File: config.mk
export PLATFORM = sky130hd
export DESIGN_NAME = fifo_stream_reader_flat
export DESIGN_NICKNAME = d
export VERILOG_FILES = /design/src/rtl/fifo_stream_reader_if.sv /design/src/rtl/fifo_stream_reader.sv /design/src/flat_wrapper.sv
export SDC_FILE = /design/constraint.sdc
export NUM_CORES = 1
export LEC_CHECK = 0
export BUFFER_PORTS_ARGS = -buffer_cell sky130_fd_sc_hd__clkbuf_2
export CAP_MARGIN = 20
export CORE_AREA = 2 2 83 85
export CTS_CLUSTER_DIAMETER = 120
export DETAILED_ROUTE_END_ITERATION = 8
export DIE_AREA = 0 0 85 87
export PLACE_DENSITY = 0.81
export SYNTH_ARGS = -nofsm -noshare
export SYNTH_HDL_FRONTEND = slang
export SYNTH_SLANG_ARGS = --single-unit
File: constraint.sdc
create_clock -name clk -period 4.3 [get_ports clk]
set_input_delay 0.86 -clock clk [delete_from_list [all_inputs] [get_ports clk]]
set_output_delay 0.86 -clock clk [all_outputs]
set_load 0.02 [all_outputs]
File: src/rtl/fifo_stream_reader_if.sv
// Handshake bundle between fifo_stream_reader, the sync_fifo read port and the
// downstream valid/ready sink. master = the reader, slave = its environment.
interface fifo_stream_reader_if #(
    parameter int DATA_WIDTH = 32
);
    logic                  fifo_ren;
    logic                  fifo_rempty;
    logic [DATA_WIDTH-1:0] fifo_rdata;
    logic                  out_valid;
    logic [DATA_WIDTH-1:0] out_data;
    logic                  out_ready;

    modport master (
        output fifo_ren, out_valid, out_data,
        input  fifo_rempty, fifo_rdata, out_ready
    );

    modport slave (
        input  fifo_ren, out_valid, out_data,
        output fifo_rempty, fifo_rdata, out_ready
    );
endinterface

File: src/rtl/fifo_stream_reader.sv
// Read-side master for sync_fifo: drains the FIFO read port and re-presents the
// words on a valid/ready stream. A 2-entry buffer hides the FIFO's one-cycle
// read latency so a ready sink sees one word per clock.
module fifo_stream_reader #(
    parameter int DATA_WIDTH = 32,
    parameter int CNT_WIDTH  = 16
) (
    input  logic                 clk,
    input  logic                 rst_n,
    input  logic                 en_i,
    fifo_stream_reader_if.master bus,
    output logic [CNT_WIDTH-1:0] xfer_cnt_o,
    output logic                 busy_o
);

    logic [1:0]            occ_q, occ_d;
    logic                  inflight_q;
    logic [DATA_WIDTH-1:0] buf0_q, buf0_d;
    logic [DATA_WIDTH-1:0] buf1_q, buf1_d;
    logic [CNT_WIDTH-1:0]  cnt_q, cnt_d;

    logic                  pop;
    logic [1:0]            lvl_pre;
    logic [1:0]            tail;

    // Occupancy never exceeds 2 (occ + inflight <= 2), and pop implies occ >= 1,
    // so the 2-bit arithmetic below cannot overflow or underflow.
    assign pop     = (occ_q != 2'd0) & bus.out_ready;
    assign lvl_pre = occ_q + {1'b0, inflight_q};
    assign occ_d   = lvl_pre - {1'b0, pop};
    assign tail    = occ_q - {1'b0, pop};

    // A new read is only issued if the word it returns is guaranteed a slot,
    // counting the pop happening this very cycle; hence the path from out_ready.
    assign bus.fifo_ren = rst_n & en_i & ~bus.fifo_rempty & (occ_d < 2'd2);

    assign bus.out_valid = (occ_q != 2'd0);
    assign bus.out_data  = buf0_q;
    assign xfer_cnt_o    = cnt_q;
    assign busy_o        = (occ_q != 2'd0) | inflight_q;

    // Buffer shift on pop and capture of the returning read word at the tail.
    always_comb begin
        buf0_d = buf0_q;
        buf1_d = buf1_q;
        cnt_d  = cnt_q;
        if (pop) begin
            cnt_d = cnt_q + CNT_WIDTH'(1);
            if (occ_q == 2'd2) begin
                buf0_d = buf1_q;
            end
        end
        // With a read in flight occ <= 1, so the tail is slot 0 or slot 1.
        if (inflight_q) begin
            if (tail == 2'd0) begin
                buf0_d = bus.fifo_rdata;
            end else begin
                buf1_d = bus.fifo_rdata;
            end
        end
    end

    // State registers; reset discards buffered and in-flight words.
    always_ff @(posedge clk or negedge rst_n) begin
        if (!rst_n) begin
            occ_q      <= 2'd0;
            inflight_q <= 1'b0;
            buf0_q     <= '0;
            buf1_q     <= '0;
            cnt_q      <= '0;
        end else begin
            occ_q      <= occ_d;
            inflight_q <= bus.fifo_ren;
            buf0_q     <= buf0_d;
            buf1_q     <= buf1_d;
            cnt_q      <= cnt_d;
        end
    end

endmodule
File: src/flat_wrapper.sv
// flat-port wrapper written by rule: the top's interface ports become plain ports
module fifo_stream_reader_flat 
#(
    parameter int DATA_WIDTH = 32,
    parameter int CNT_WIDTH  = 16
)
  (clk, rst_n, en_i, xfer_cnt_o, busy_o, bus_fifo_ren, bus_out_valid, bus_out_data, bus_fifo_rempty, bus_fifo_rdata, bus_out_ready);
  fifo_stream_reader_if #(.DATA_WIDTH(DATA_WIDTH)) bus_i ();
  input  logic clk;
  input  logic rst_n;
  input  logic en_i;
  output logic [CNT_WIDTH-1:0] xfer_cnt_o;
  output logic busy_o;
  output wire logic [$bits(bus_i.fifo_ren)-1:0] bus_fifo_ren;
  output wire logic [$bits(bus_i.out_valid)-1:0] bus_out_valid;
  output wire logic [$bits(bus_i.out_data)-1:0] bus_out_data;
  input wire logic [$bits(bus_i.fifo_rempty)-1:0] bus_fifo_rempty;
  input wire logic [$bits(bus_i.fifo_rdata)-1:0] bus_fifo_rdata;
  input wire logic [$bits(bus_i.out_ready)-1:0] bus_out_ready;
  assign bus_fifo_ren = bus_i.fifo_ren;
  assign bus_out_valid = bus_i.out_valid;
  assign bus_out_data = bus_i.out_data;
  assign bus_i.fifo_rempty = bus_fifo_rempty;
  assign bus_i.fifo_rdata = bus_fifo_rdata;
  assign bus_i.out_ready = bus_out_ready;
  fifo_stream_reader #(.DATA_WIDTH(DATA_WIDTH), .CNT_WIDTH(CNT_WIDTH)) u_core (.clk(clk), .rst_n(rst_n), .en_i(en_i), .bus(bus_i), .xfer_cnt_o(xfer_cnt_o), .busy_o(busy_o));
endmodule
==> flow_summary.json <==
{
  "core_um2": 6570,
  "cp.arrival_ps": 2390,
  "wl_per_cell_um": 14.8,
  "ys_seq_area_frac": 0.591,
  "wl_um": 6650,
  "fin_crit_sh": 0.755,
  "max_freq_ghz": 0.308,
  "drtPass1Iterations": 4,
  "met2WireLength_um": 3230,
  "seqPwrFrac": 0.462,
  "first_global_vias": 2387,
  "p_sw_frac": 0.345,
  "crit_fanout": 33,
  "p_per_area_nw_per_um2": 660,
  "hold_viol_final": 0,
  "place_congestion": 0.775,
  "synthesis.area_um2": 3510,
  "postCtsHoldBufs": 0,
  "drive_gt1_frac": 0.384,
  "drt_iter0_markers": 63,
  "ios": 88,
  "max_slew_margin": 0.279,
  "port_buffers": 87,
  "synth_seq_cells": 83,
  "synth_area_per_cell_um2": 12.6,
  "critPathSlowestCell": "buf_4",
  "irDropWorstVdd_mv": 0.374,
  "met1Wirelength_um": 2890,
  "worst_ep_required_time_ps": 3440,
  "clock_tree.buffer_depth": 2,
  "clkPwrFrac": 0.219,
  "cts_buffers": 9,
  "finalCriticalPeriod_ps": 3250,
  "power_switching_uw": 965,
  "cts.sinks": 83,
  "antenna_cells": 0,
  "critical_path_class": "in2out",
  "ys_warn_count": 0,
  "drc_errors": 0,
  "vias_per_cell": 5.20,
  "ys_types": 27,
  "drv_cap": 0,
  "via_count": 2339,
  "top_layer": "met4",
  "slowest_delay_ps": 490,
  "ant_nets": 0,
  "cts_resized": 0,
  "grt_pass1_wl_um": 11100,
  "fin_tns_setup_ps": 0,
  "critPathCaptureType": "primary output",
  "htreeDepth": 3,
  "die_area_um2": 7400,
  "area_delta_synth_final_pct": 20.7,
  "internal-power_mw": 1.84,
  "slew_viol_final": 0,
  "layout.nets": 405,
  "combPwrFrac": 0.320,
  "cts_setup_buffers": 0,
  "insertion_delay_ps": 350,
  "grt_util_all_layers": 0.191,
  "die_w_um": 85,
  "die-height_um": 87,
  "synthCells": 278,
  "cts_tree": "done",
  "status": "finished, final reports clean",
  "grt_start_max_net_pins": 84,
  "crit_chain": "clkbuf_2, nand3b_1, buf_4, nand2_1, xnor2_1, nor3_1, clkbuf_2",
  "rows": 30,
  "critPathLaunchType": "primary input",
  "overflow": 0,
  "fin_total_pwr_mw": 2.80,
  "synth_nets": 317,
  "fin_util": 0.646,
  "clockRootBuffer": "clkbuf_8",
  "fin_worst_skew_ps": 8.17,
  "hpwlAfterDp_um": 4360,
  "reg2reg_setup_slack_ps": 2330,
  "wl_met3_um": 444,
  "path_clk_slew_ps": 80,
  "hp-class": "in2async",
  "rsz0062_at_grt": "no",
  "setup_viol": 0,
  "crit_top_cell": "clkbuf_2",
  "tightest_slew_ps": 1080,
  "start_util": 0.535,
  "leakagePower_nw": 2.22,
  "antenna_found_initial": 0
}
==> flip-flops by register name, indices dropped and copies added, names as in the netlist <==
| register | flops |
|---|---|
| u_core.inflight_q | 1 |
| u_core.occ_q | 2 |
| u_core.buf1_q | 32 |
| u_core.xfer_cnt_o | 16 |
| u_core.bus.out_data | 32 |
==> stage by stage <==
step | cells | hold WS [ps] | setup WS (ps) | instance area, um^2
2_1_floorplan | 278 | 464 | 1220 | 3510
3_3_place_gp | 434 | 460 | 1110 | 4000
3_5_place_dp | 434 | 486 | 1020 | 4000
4_1_cts | 449 | 502 | 1020 | 4210
5_1_grt | 450 | 432 | 843 | 4240
6_report | 450 | 439 | 1050 | 4240
==> worst paths after layout <==
check                      cells after the start             startpoint                 endpoint
setup / recovery                               7          bus_out_ready             bus_fifo_ren
hold / removal                                 2                  rst_n     u_core.xfer_cnt_o[0]
setup reg to reg                               3        u_core.occ_q[0]        u_core.buf1_q[29]
hold reg to reg                                1  u_core.xfer_cnt_o[15]    u_core.xfer_cnt_o[15]
max in group asynchronous                      3                  rst_n  u_core.bus.out_data[12]
min in group clk                               1  u_core.xfer_cnt_o[15]    u_core.xfer_cnt_o[15]
==> layer usage <==
metal | vias up | track usage
li1 | 1130 | -
met1 | 1141 | 0.233
met2 | 61 | 0.313
met3 | 7 | 0.0711
met4 | 0 | 0.0678
met5 | - | 0
==> critical path, delay by kind of cell <==
family | cells | cell delay [ps]
and+or+nand+nor | 3 | 500
xor gates and xnor gates | 1 | 170
buffers and inverters | 3 | 840
==> cell usage after synthesis (all sizes together) <==
cell type / number / share of area
nor2b: 1 / 0.0039
mux2i: 32 / 0.091
ha: 2 / 0.0071
and3: 2 / 0.0036
nand4: 3 / 0.0053
o211ai: 1 / 0.0021
nand3b: 1 / 0.0021
and4: 1 / 0.0025
nand3: 6 / 0.0085
nand2: 39 / 0.042
clkbuf: 2 / 0.0021
or3: 1 / 0.0018
nor2: 3 / 0.0032
o21ai: 35 / 0.052
or2: 1 / 0.0018
nor3: 2 / 0.0061
dfrtp: 83 / 0.59
xnor2: 13 / 0.032
nor3b: 1 / 0.0053
inv: 1 / 0.0011
buf: 12 / 0.022
mux2: 33 / 0.11
xor2: 3 / 0.0075
==> power groups by stage <==
| stage | Clock, mW | Sequential (mW) | Combinational, mW |
|---|---|---|---|
| after global placement | 0 | 1.29 | 0.873 |
| after global routing | 0.661 | 1.33 | 0.977 |
| final | 0.612 | 1.29 | 0.896 |
| after CTS | 0.627 | 1.30 | 0.906 |
| after floorplan | 0 | 1.46 | 0.444 |
| after detailed placement | 0 | 1.31 | 0.903 |
==> final cells by class <==
cell class	count	area [um^2]
Clock buffer	11	141
Timing Repair Buffer	91	488
Clock inverter	4	75.1
Multi-Input combinational cell	180	1360
Sequential cell	83	2080
Fill cell	513	2330
Inverter	1	3.75
Tap cell	80	100
==> cell families (layout without fill, tap and decap cells) <==
group                      count (synthesis)  after routing  synth area share
buffers and inverters                     15            107            0.0253
muxes                                     65             65             0.197
adders and majority gates                  2              2           0.00712
DFF                                       83             83             0.591
AOI/OAI and AO/OA                         36             36            0.0541
xor gates and xnor gates                  16             16            0.0399
and+or+nand+nor                           61             61            0.0858
==> cell usage in the layout, fill, tap and decap left out <==
cell	n
nand4_1	3
nor3_4	1
clkbuf_1	1
or3_1	1
nand3_1	6
o21ai_2	1
buf_4	4
nor3_1	1
nand3b_1	1
xnor2_1	13
xor2_1	3
nor2_1	3
mux2i_1	32
and3_1	2
inv_1	1
o21ai_0	33
nor3b_4	1
and4_1	1
bufinv_16	2
mux2_2	31
clkinvlp_4	2
ha_1	2
clkbuf_8	10
or2_2	1
dfrtp_1	83
mux2_1	2
o21ai_4	1
buf_16	1
nor2b_4	1
nand2_1	39
o211ai_1	1
clkbuf_2	86
Note: power is estimated with default switching activity, not from simulation.
